$ cat src/rtl/light_pkg.sv
// Shared types and defaults for the light output multiplexer sequencer.
package light_pkg;

  typedef enum logic [1:0] {
    ST_WHITE = 2'd0,
    ST_WAIT  = 2'd1,
    ST_SHOW  = 2'd2
  } light_state_e;

  localparam int DEF_ADDR_W      = 3;
  localparam int DEF_NUM_COLOURS = 8;
  localparam int DEF_STEP_TICKS  = 4;
  localparam int DEF_ROM_LAT     = 1;

  typedef logic [23:0] colour_t;
  localparam colour_t WHITE_RGB = 24'hFFFFFF;

endpackage

$ cat src/rtl/light_mux_controller_button_edge_detect.sv
// Single-register rising-edge detector for the synchronous button level.
module button_edge_detect (
  input  logic clk,
  input  logic rst,
  input  logic button,
  output logic rise
);

  logic button_q;

  always_ff @(posedge clk or posedge rst) begin
    if (rst) button_q <= 1'b0;
    else     button_q <= button;
  end

  assign rise = button & ~button_q;

endmodule

$ cat src/rtl/light_mux_controller.sv
// Sequencer for the rgb/white light multiplexer: drives sel and the colour-ROM address.
// Optional macro LIGHT_SKIP_RESERVED_EN skips reserved addresses 0 and NUM_COLOURS-1.
module light_mux_controller
  import light_pkg::*;
#(
  parameter int ADDR_W      = DEF_ADDR_W,
  parameter int NUM_COLOURS = DEF_NUM_COLOURS,
  parameter int STEP_TICKS  = DEF_STEP_TICKS,
  parameter int ROM_LAT     = DEF_ROM_LAT
) (
  input  logic              clk,
  input  logic              rst,
  input  logic              enable,
  input  logic              button,
  input  logic              auto_mode,
  output logic [ADDR_W-1:0] colour_addr,
  output logic              sel,
  output logic              busy
);

  localparam logic [1:0] S_WHITE = 2'(ST_WHITE);
  localparam logic [1:0] S_WAIT  = 2'(ST_WAIT);
  localparam logic [1:0] S_SHOW  = 2'(ST_SHOW);

  localparam int LAT_W = $clog2(ROM_LAT + 1);
  localparam int TMR_W = (STEP_TICKS > 1) ? $clog2(STEP_TICKS) : 1;

`ifdef LIGHT_SKIP_RESERVED_EN
  localparam logic [ADDR_W-1:0] ADDR_FIRST = ADDR_W'(1);
  localparam logic [ADDR_W-1:0] ADDR_LAST  = ADDR_W'(NUM_COLOURS - 2);
`else
  localparam logic [ADDR_W-1:0] ADDR_FIRST = ADDR_W'(0);
  localparam logic [ADDR_W-1:0] ADDR_LAST  = ADDR_W'(NUM_COLOURS - 1);
`endif

  function automatic logic [ADDR_W-1:0] next_addr(input logic [ADDR_W-1:0] a);
    return (a == ADDR_LAST) ? ADDR_FIRST : a + ADDR_W'(1);
  endfunction

  logic [1:0]       state;
  logic [LAT_W-1:0] wait_cnt;
  logic [LAT_W-1:0] busy_cnt;
  logic [TMR_W-1:0] step_tmr;
  logic             auto_q;
  logic             btn_rise;
  logic             mode_chg;
  logic             tmr_wrap;
  logic             step;

  button_edge_detect u_btn (
    .clk    (clk),
    .rst    (rst),
    .button (button),
    .rise   (btn_rise)
  );

  assign mode_chg = auto_mode ^ auto_q;
  assign tmr_wrap = (step_tmr == TMR_W'(STEP_TICKS - 1));

  // A mode change restarts the timer, so a wrap seen in that cycle belongs to the old count.
  always_comb begin
    step = 1'b0;
    if (state == S_SHOW && enable)
      step = auto_mode ? (tmr_wrap && !mode_chg) : btn_rise;
  end

  always_ff @(posedge clk or posedge rst) begin
    if (rst) begin
      state       <= S_WHITE;
      colour_addr <= ADDR_FIRST;
      wait_cnt    <= '0;
      busy_cnt    <= '0;
      step_tmr    <= '0;
      auto_q      <= 1'b0;
    end else begin
      auto_q <= auto_mode;
      case (state)
        S_WHITE: begin
          if (enable) begin
            state    <= S_WAIT;
            wait_cnt <= LAT_W'(ROM_LAT - 1);
          end
        end
        S_WAIT: begin
          if (!enable) begin
            state    <= S_WHITE;
            wait_cnt <= '0;
          end else if (wait_cnt == '0) begin
            state <= S_SHOW;
          end else begin
            wait_cnt <= wait_cnt - LAT_W'(1);
          end
        end
        S_SHOW: begin
          if (!enable) begin
            state    <= S_WHITE;
            step_tmr <= '0;
            busy_cnt <= '0;
          end else begin
            step_tmr <= (mode_chg || tmr_wrap) ? '0 : step_tmr + TMR_W'(1);
            // sel stays high across a step; busy alone flags the ROM settling.
            if (step) begin
              colour_addr <= next_addr(colour_addr);
              busy_cnt    <= LAT_W'(ROM_LAT);
            end else if (busy_cnt != '0) begin
              busy_cnt <= busy_cnt - LAT_W'(1);
            end
          end
        end
        default: state <= S_WHITE;
      endcase
    end
  end

  assign sel  = (state == S_SHOW);
  assign busy = (state == S_WAIT) || (busy_cnt != '0);

endmodule
$ cat config.mk
export PLATFORM = sky130hd
export DESIGN_NAME = light_mux_controller
export DESIGN_NICKNAME = d
export VERILOG_FILES = /design/src/rtl/light_pkg.sv /design/src/rtl/light_mux_controller_button_edge_detect.sv /design/src/rtl/light_mux_controller.sv
export SDC_FILE = /design/constraint.sdc
export NUM_CORES = 1
export LEC_CHECK = 0
export BUFFER_PORTS_ARGS = -buffer_cell sky130_fd_sc_hd__buf_2
export CAP_MARGIN = 20
export CORE_AREA = 2 2 39 41
export DETAILED_ROUTE_END_ITERATION = 12
export DIE_AREA = 0 0 41 43
export PLACE_DENSITY = 0.66
export RECOVER_POWER = 50
export SETUP_SLACK_MARGIN = 0.02
export SLEW_MARGIN = 20
export SYNTH_ARGS = -nofsm -noshare
export SYNTH_HDL_FRONTEND = slang
export SYNTH_SLANG_ARGS = --single-unit
export TNS_END_PERCENT = 50
$ cat constraint.sdc
create_clock -name clk -period 4.4 [get_ports clk]
set_input_delay 0.66 -clock clk [delete_from_list [all_inputs] [get_ports clk]]
set_output_delay 0.66 -clock clk [all_outputs]
set_load 0.01 [all_outputs]
---- Word-level counts from Yosys, hierarchy flattened ----
Index checks and enable logic that the tools add are counted.
cells by class
  multiplexer cells ....................... 17
  equality and inequality tests ........... 7
  divide/modulo/power cells ............... 0
  shifts and indexed selects .............. 0
  multipliers ............................. 0
  reductions and logical operators ........ 10
  add/subtract/negate cells ............... 4
  $lt $le $gt $ge ......................... 0
  bitwise logic cells ..................... 3
operator list
  operator             count
  $mux 2               6
  $mux 1               8
  $pmux 2 s3           1
  $reduce_and 3->1     2
  $eq 2x2->1 const B   2
  $ne 2x2->1 const B   2
  $add 3x1->3 const B  1
  $eq 3x3->1 const B   1
  $mux 3               1
  $ne 3x3->1 const B   1
  $add 2x1->2 const B  1
  $eq 2x1->1 const B   1
  $logic_and 1x1->1    2
  $logic_not 2->1      1
  $logic_or 1x1->1     2
  $pmux 1 s2           1
  $reduce_and 2->1     1
  $reduce_bool 2->1    1
  $sub 1x1->1 const B  2
  $and 1x1->1          1
  $logic_not 1->1      1
  $not 1->1            1
  $xor 1x1->1          1
storage, ports and cells
  input port bits ......................... 5
  memory bits (read-only) ................. 0
  memories kept ........................... 0
  bits in latches ......................... 0
  flip-flop bits (word level) ............. 11
  memory bits (writable) .................. 0

---- Logic depth before layout (Yosys ltp) ----
Gate-level depths: netlist of run 1.
  depth after elaboration ................. 7
  mapped depth ............................ 4
  mapped depth without buffers ............ 4

---- Cells and area by module ----
From an unflattened synthesis of run 1, not the netlist that was laid out.
second synthesis, totals
  cells, all modules ...................... 36
  area total of the unflattened synthesis .. 483.0 µm²
by module, submodules not included
  module                cells each  sequential area each (µm²)  area an instance (µm²)  instances
  light_mux_controller  33          225.2                       440.4                   1
  button_edge_detect    3           25.0                        42.5                    1

---- Least setup slack after synthesis of run 1 ----
Ideal clock, no wire load.
  path type ............................... in2reg
  from .................................... in auto_mode
  to ...................................... reg colour_addr[0]
  slack ................................... 2.897 ns
  data arrival time ....................... 1.378 ns
  buffers on the path ..................... 0
  stages .................................. 3
  required time ........................... 4.275 ns
  cells stage by stage .................... nor3b_1 > o211a_4 > mux2_4
between the ends
  cells in the longest elaborated chain, start to end .. 6
RTL lines
  element                                line                         source
  start, declared                        light_mux_controller.sv:15   input logic auto_mode,
  $xor 1x1->1                            light_mux_controller.sv:57   assign mode_chg = auto_mode ^ auto_q;
  $logic_not 1->1                        light_mux_controller.sv:64   step = auto_mode ? (tmr_wrap && !mode_chg) : btn_rise;
  $logic_and 1x1->1                      light_mux_controller.sv:64
  $mux 1 (*)                             light_mux_controller.sv:64
  $mux 1 (*)                             light_mux_controller.sv:63   if (state == S_SHOW && enable)
  $reduce_and 3->1 (no source line) (*)  n/a
  end signal, assigned                   light_mux_controller.sv:103  colour_addr <= next_addr(colour_addr);
  end, declared                          light_mux_controller.sv:16   output logic [ADDR_W-1:0] colour_addr,
Mark *: on every way between the ends. The rest lies on a longest branch, timed or not.
A chain may end at the register's enable or synchronous reset.

---- Worst setup path in the final report of run 1 ----
  from .................................... reg state[0]
  to ...................................... out sel
between the ends
  cells in the longest elaborated chain, start to end .. 1
RTL lines
  element                 line                         source
  start, declared         light_mux_controller.sv:40   logic [1:0] state;
  start signal, assigned  light_mux_controller.sv:69   state <= S_WHITE;
  start signal, assigned  light_mux_controller.sv:80   state <= S_WAIT;
  start signal, assigned  light_mux_controller.sv:86   state <= S_WHITE;
  $eq 2x2->1              light_mux_controller.sv:115  assign sel = (state == S_SHOW);
  end, declared           light_mux_controller.sv:17   output logic sel,
No other way between the ends.

==> summary.txt, run 1 <==
Synthesis
  – Post-Syn Nets: 45
  – Largest cells by area after synthesis: dfrtp_1 (52%), mux2_4 (9.4%), ha_1 (7.8%)
  – Most frequent cell after synthesis: dfrtp_1
  – Yosys Warn Count: 0
  – Post-synthesis async set-or-reset flop share: 100.0%
  – Post-synthesis cell type count: 17
  – Mean Syn Cell Area: about 13 um^2
  – Post-synth EDFFs: 0
  – Seq/Total Area, Yosys: around 52%
  – Post-Syn Instances: 37
  – Yosys reg bits: 10
  – Mapped cell area: a little under 500 um^2
  – Share of the synthesized area in the top cell type: approximately 52%
  – Largest area contributor in the netlist: dfrtp_1
  – Synth top cells by count: dfrtp_1 (10), ha_1 (3), mux2_4 (3), nand2_1 (3), nand2b_1 (3)
  – Most used DFF post-synth: dfrtp_1

Timing
  – Min Tclk post-route: 1763 ps
  – Max Clock Freq: about 0.57 GHz
  – Min Hold Slack: between 300 and 400 ps
  – Final period util: 40.06%
  – Hold Fails Final Rpt: 0
  – Slew @ Worst Pin: 379.1 ps
  – Final WS setup: ~2600 ps
  – Final setup vio count: 0
  – Final TNS setup: 0 ps
  – RSZ-0062 raised after global routing: false
  – Final Max Tran Viols: 0
  – Clk_skew: 4.799 ps
  – Worst slew margin: 74.70%

Power
  – Combinational Power Share: 21.7%
  – Int Pwr: around 0.19 mW
  – Switching part of the total: 26.63%
  – Pwr Total: about 0.26 mW
  – Pwr/cell area: 444.3 nW/um^2
  – Reg power frac: between 40% and 50%
  – Peak supply drop: between 100 and 150 uV
  – Clock Power Share: roughly a third
  – Lkg Pwr: a little over 0.3 nW
  – NetSw: between 0.06 and 0.07 mW

Finish
  – Fin cells: 66
  – Layout cell share with drive strength beyond 1: a little over a third
  – # diodes: 0
  – Final Util: between 40% and 50%
  – Post-layout nets: 59
  – Layout area overhead: 20.57%
  – Final instance area: ~580 um^2
  – Layout fillers: about 150

Floorplan
  – Die area: around 1800 um^2
  – Core area: around 1400 um^2
  – Die width: 41 um
  – Initial Utilization: approximately a third
  – Ports: 10
  – Rows: 14
  – Die extent in y: roughly 43 um

Run
  – Max-cap violations: 0

Detailed routing
  – DR WL/cell: roughly 11 um
  – Via count: 309
  – Routed WL: about 760 um
  – Initial DRC Count: 0
  – Vias/cell: ~4.7
  – TritonRoute pass-1 iters: 1
  – Post-route DRC violation count: 0
  – Remaining antenna violation count after routing: 0

Clock network
  – CTS Buf Count: 3
  – CTS clk-pin slew, worst paths: roughly 70 ps
  – Cts hold-fix bufs: 0
  – Clock latency on the worst-skew pair: between 200 and 300 ps
  – Clock buffer depth: 2
  – H-tree depth: 1
  – Setup bufs post-CTS: 0
  – CTS tree: done
  – Sink Count: 10
  – Post-cts gate resize count: 0
  – Root cell of the clock tree: clkbuf_4

Global routing
  – Antenna violations before repair: 0
  – Largest net degree at the start of global routing: 11
  – Number of global-route vias before repair: ~310
  – Total global routing track utilization: 10.98%
  – Gr ovfl total: 0
  – First-pass GRT wire length: 1207 um

Worst setup path
  – Critical Path RT: between 3000 and 4000 ps
  – Arr. time, crit path: roughly 1100 ps
  – Critical path class: reg -> out
  – Setup crit end kind: primary output
  – Crit start category: register
  – Worst-path fanout max: 5

Place
  – I/O Buffers: 9
  – Placement Cell Area: around 550 um^2
  – Placer congestion estimate: around 0.64
  – Pre-CTS setup slack: ~2700 ps
  – Post-Place Cells: 62

Outcome
  – Outcome: finished, final reports clean

Worst hold path
  – HP Class: in -> async
-- routing by layer --
metal	part of all wire [%]	wire length, um	global-route usage, %
met3	4.5	34	4.712
met4	1.6	12	10.00
met1	47	359	13.04
met5	0	0	0
met2	46	349	14.06
-- cell families after synthesis --
family	count (synthesis)	synth area share (%)
buffers and inverters	2	1.563
DFF	10	52.08
and+or+nand+nor	13	18.23
AOI/OAI and AO/OA	5	9.116
muxes	3	9.374
xor gates and xnor gates	1	1.823
adders and majority gates	3	7.813
-- worst max-delay path, cell delays in order, from the launching register on --
cell and delay [ps]:
dfrtp_1 390, nand2b_4 170, inv_1 130, buf_2 150
-- layout make-up --
| type | instances | area [um^2] | area share [%] |
|---|---|---|---|
| clock buffers | 4 | 36.28 | 6.263 |
| inverters | 2 | 7.507 | 1.296 |
| flip-flops and latches | 10 | 250.2 | 43.20 |
| well taps | 16 | 20.02 | 3.456 |
| multi-input cells | 25 | 222.7 | 38.44 |
| repair buffers | 9 | 42.54 | 7.343 |
-- registers in the layout, indices dropped and copies added (netlist names) --
name,flops
step_tmr,2
colour_addr,3
state,2
auto_q,1
busy_cnt,1
u_btn.button_q,1
-- final timing paths --
| check | start | to | slack (ps) | cells after the start |
|---|---|---|---|---|
| max in group asynchronous | rst | step_tmr[0] | 3770 | 2 |
| min in group clk | state[0] | state[0] | 460 | 1 |
| setup reg to reg | step_tmr[0] | colour_addr[2] | 2950 | 4 |
| hold reg to reg | state[0] | state[0] | 460 | 1 |
| hold / removal | rst | colour_addr[1] | 360 | 2 |
| setup / recovery | state[0] | sel | 2640 | 3 |
-- cells in the final DEF (no fill, tap or decap), types with 2 or more instances in the layout --
cell type / instances
dfrtp_1: 10
buf_2: 7
mux2_4: 3
nand2b_1: 3
nand2_1: 3
ha_1: 3
clkbuf_4: 3
nor3b_1: 2
inv_1: 2
o21ai_0: 2
clkbuf_1: 2
-- power groups by stage --
stage          clock [mW]  combinational [mW]  sequential [mW]
2_1_floorplan           0              0.0377            0.122
5_1_grt            0.0904              0.0622            0.122
3_3_place_gp            0              0.0555            0.121
4_1_cts            0.0838              0.0574            0.121
6_report           0.0812              0.0558            0.120
3_5_place_dp            0              0.0574            0.122
(Power assumes the default switching activity.)
==> run 2: changes to the inputs <==
--- a/config.mk
+++ b/config.mk
@@ -10,7 +10,7 @@
 export CORE_AREA = 2 2 39 41
 export DETAILED_ROUTE_END_ITERATION = 12
 export DIE_AREA = 0 0 41 43
-export PLACE_DENSITY = 0.66
+export PLACE_DENSITY = 0.68
 export RECOVER_POWER = 50
 export SETUP_SLACK_MARGIN = 0.02
 export SLEW_MARGIN = 20
==> constraint.sdc (replaced) <==
create_clock -name clk -period 1.5 [get_ports clk]
set_input_delay 0.225 -clock clk [delete_from_list [all_inputs] [get_ports clk]]
set_output_delay 0.225 -clock clk [all_outputs]
set_load 0.01 [all_outputs]
==> run 2 against run 1 <==
Clock skew down 3.7 ps. Power increased to 3.0 times the previous value. Clock power grew to 3.0 times the previous value. Sequential power grew to 3.0 times the previous value. Non-clock buffer count grew 1. First-iteration DRC count grew 3. Final area is 2.2% higher. Critical path type is now reg -> reg.
==> summary.txt, run 2 (synthesized netlist as in run 1, its figures left out) <==
Worst setup path
  – Worst-path fanout max: 4 (-1)
  – Crit path to: colour_addr[1]
  – Critical path class: reg -> reg
  – Reg2Reg Launch Point: step_tmr[0]
  – Arr. time, crit path: 1580 ps (+480 ps)
  – Critical Path RT: 1650 ps (-2090 ps)
  – Cell count of the worst reg-to-reg path: 4 (unchanged)
  – Setup crit end kind: register
  – RR Endpoint: colour_addr[1]
  – Critical path startpoint: step_tmr[0]
  – Crit start category: register
  – R2R setup slack: 70 ps (-2880 ps)

Timing
  – Worst slew margin: 74.78% (+0.087 points)
  – Max Clock Freq: around 0.70 GHz
  – Final TNS setup: 0 ps (unchanged)
  – Min Hold Slack: 93.16 ps (-263.2 ps)
  – RSZ-0062 raised after global routing: false
  – Final period util: a little over nine tenths
  – Slew @ Worst Pin: 377.8 ps (-1.303 ps)
  – Final Max Tran Viols: 0 (unchanged)
  – Min Tclk post-route: 1434 ps
  – Clk_skew: 1.130 ps (-3.669 ps)
  – Final setup vio count: 0 (unchanged)
  – Hold Fails Final Rpt: 0 (unchanged)
  – Final WS setup: 66.03 ps (-2571 ps)

Floorplan
  – Die area: 1763 um^2 (unchanged)
  – Core area: 1384 um^2 (unchanged)
  – Initial Utilization: 34.72% (unchanged)
  – Rows: 14 (unchanged)
  – Die width: 41 um (unchanged)
  – Die extent in y: 43 um (unchanged)
  – Ports: 10 (unchanged)

Place
  – Placement Cell Area: 545.5 um^2 (unchanged)
  – Pre-CTS setup slack: 30.70 ps (-2693 ps)
  – HPWL after DPL: around 610 um
  – I/O Buffers: 9 (unchanged)
  – Post-Place Cells: 62 (unchanged)
  – Placer congestion estimate: 0.6541 (+2.9%)

Detailed routing
  – TritonRoute pass-1 iters: 4 (+3)
  – DR WL/cell: 11.73 um (+2.4%)
  – Initial DRC Count: 3 (+3)
  – Post-route DRC violation count: 0 (unchanged)
  – Routed WL: 786 um (+4.0%)
  – Vias/cell: 4.731 (+1.1%)
  – Via count: 317 (+2.6%)
  – Remaining antenna violation count after routing: 0 (unchanged)

Clock network
  – Setup bufs post-CTS: 0 (unchanged)
  – CTS clk-pin slew, worst paths: 70 ps (about the same)
  – Clock latency on the worst-skew pair: 260 ps (about the same)
  – CTS Buf Count: 3 (unchanged)
  – H-tree depth: 1 (unchanged)
  – CTS tree: done
  – Root cell of the clock tree: clkbuf_4
  – Sink Count: 10 (unchanged)
  – Clock buffer depth: 2 (unchanged)

Finish
  – Most frequent cells in the layout: dfrtp_1 (10), buf_2 (7)
  – # diodes: 0 (unchanged)
  – Biggest regs: colour_addr (3), state (2), step_tmr (2)
  – Max reg flops: 3 (unchanged)
  – Post-layout nets: 60 (+1.7%)
  – Most flops, register: colour_addr
  – Commonest non-fill, non-tap cell in the layout: dfrtp_1
  – Final instance area: 591.8 um^2 (+2.2%)
  – Layout area overhead: 23.18%
  – Layout fillers: 135 (-8.8%)
  – Final Util: 42.77% (+0.90 points)
  – Layout cell share with drive strength beyond 1: 37.25% (+1.3 points)
  – Fin cells: 67 (+1.5%)

Global routing
  – Met3 Usage GRT: 1.571% (-3.1 points)
  – Most used routing layer in global routing: met2
  – Total global routing track utilization: 11.70% (+0.72 points)
  – Number of global-route vias before repair: 328 (+7.5%)
  – First-pass GRT wire length: 1304 um (+8.0%)
  – M1 GR Usage: 14.77% (+1.7 points)
  – Gr ovfl total: 0 (unchanged)
  – Met2 GRT Util: 15.63% (+1.6 points)
  – Largest net degree at the start of global routing: 11 (unchanged)
  – Antenna violations before repair: 0 (unchanged)

Outcome
  – Outcome: finished, final reports clean

Power
  – Peak supply drop: 496.6 uV (+230%)
  – Pwr Total: 0.7617 mW (+200%)
  – Pwr/cell area: 1287 nW/um^2 (+190%)
  – Lkg Pwr: 0.3111 nW (+0.53%)

Worst hold path
  – HP Class: in -> reg

Run
  – Max-cap violations: 0 (unchanged)
-- run 2: cell types whose count changed in the layout (fill, tap and decap cells not counted), sizes merged --
cell | previous run | this run
dlygate4sd3 | 0 | 1
-- run 2: routing by layer --
| metal | wire length [um] | share of wire [%] | up-vias |
|---|---|---|---|
| met2 | 389 | 49 | 9 |
| met5 | 0 | 0 | - |
| met4 | 19 | 2.4 | 0 |
| met3 | 35 | 4.5 | 2 |
| li1 | - | - | 153 |
| met1 | 341 | 43 | 153 |
-- run 2: critical path, cell delays in order, from the launching register on --
cell and delay (ps):
dfrtp_1 400, ha_2 190, and3_4 170, o211a_4 250, mux2_4 300
-- run 2: worst min-delay path by stage --
stage / from / to / cells after the start
after CTS: button / u_btn.button_q / 1
after floorplan: rst / auto_q / 1
after global placement: rst / auto_q / 2
after global routing: button / u_btn.button_q / 1
after detailed placement: rst / busy_cnt / 2
final: button / u_btn.button_q / 1
-- run 2: timing repair --
action | in CTS | in global routing
hold endpoints to repair | 10 | 0
pin swaps | 0 | 1
resized for setup | 1 | 0
hold buffers | 1 | 0
endpoints found under the setup margin | 1 | 1
-- run 2: area by class of cell --
| type | instances | area, um^2 | area share, % |
|---|---|---|---|
| Inverter | 2 | 7.507 | 1.268 |
| Timing Repair Buffer | 10 | 52.55 | 8.879 |
| Tap cell | 16 | 20.02 | 3.383 |
| Sequential cell | 10 | 250.2 | 42.28 |
| Multi-Input combinational cell | 25 | 225.2 | 38.05 |
| Clock buffer | 4 | 36.28 | 6.131 |
-- run 2: where the power goes --
group / leakage (nW) / switching, mW / internal [mW]
clock network: 0.0210 / 0.0929 / 0.147
registers: 0.130 / 0.0387 / 0.316
logic: 0.160 / 0.0734 / 0.0936
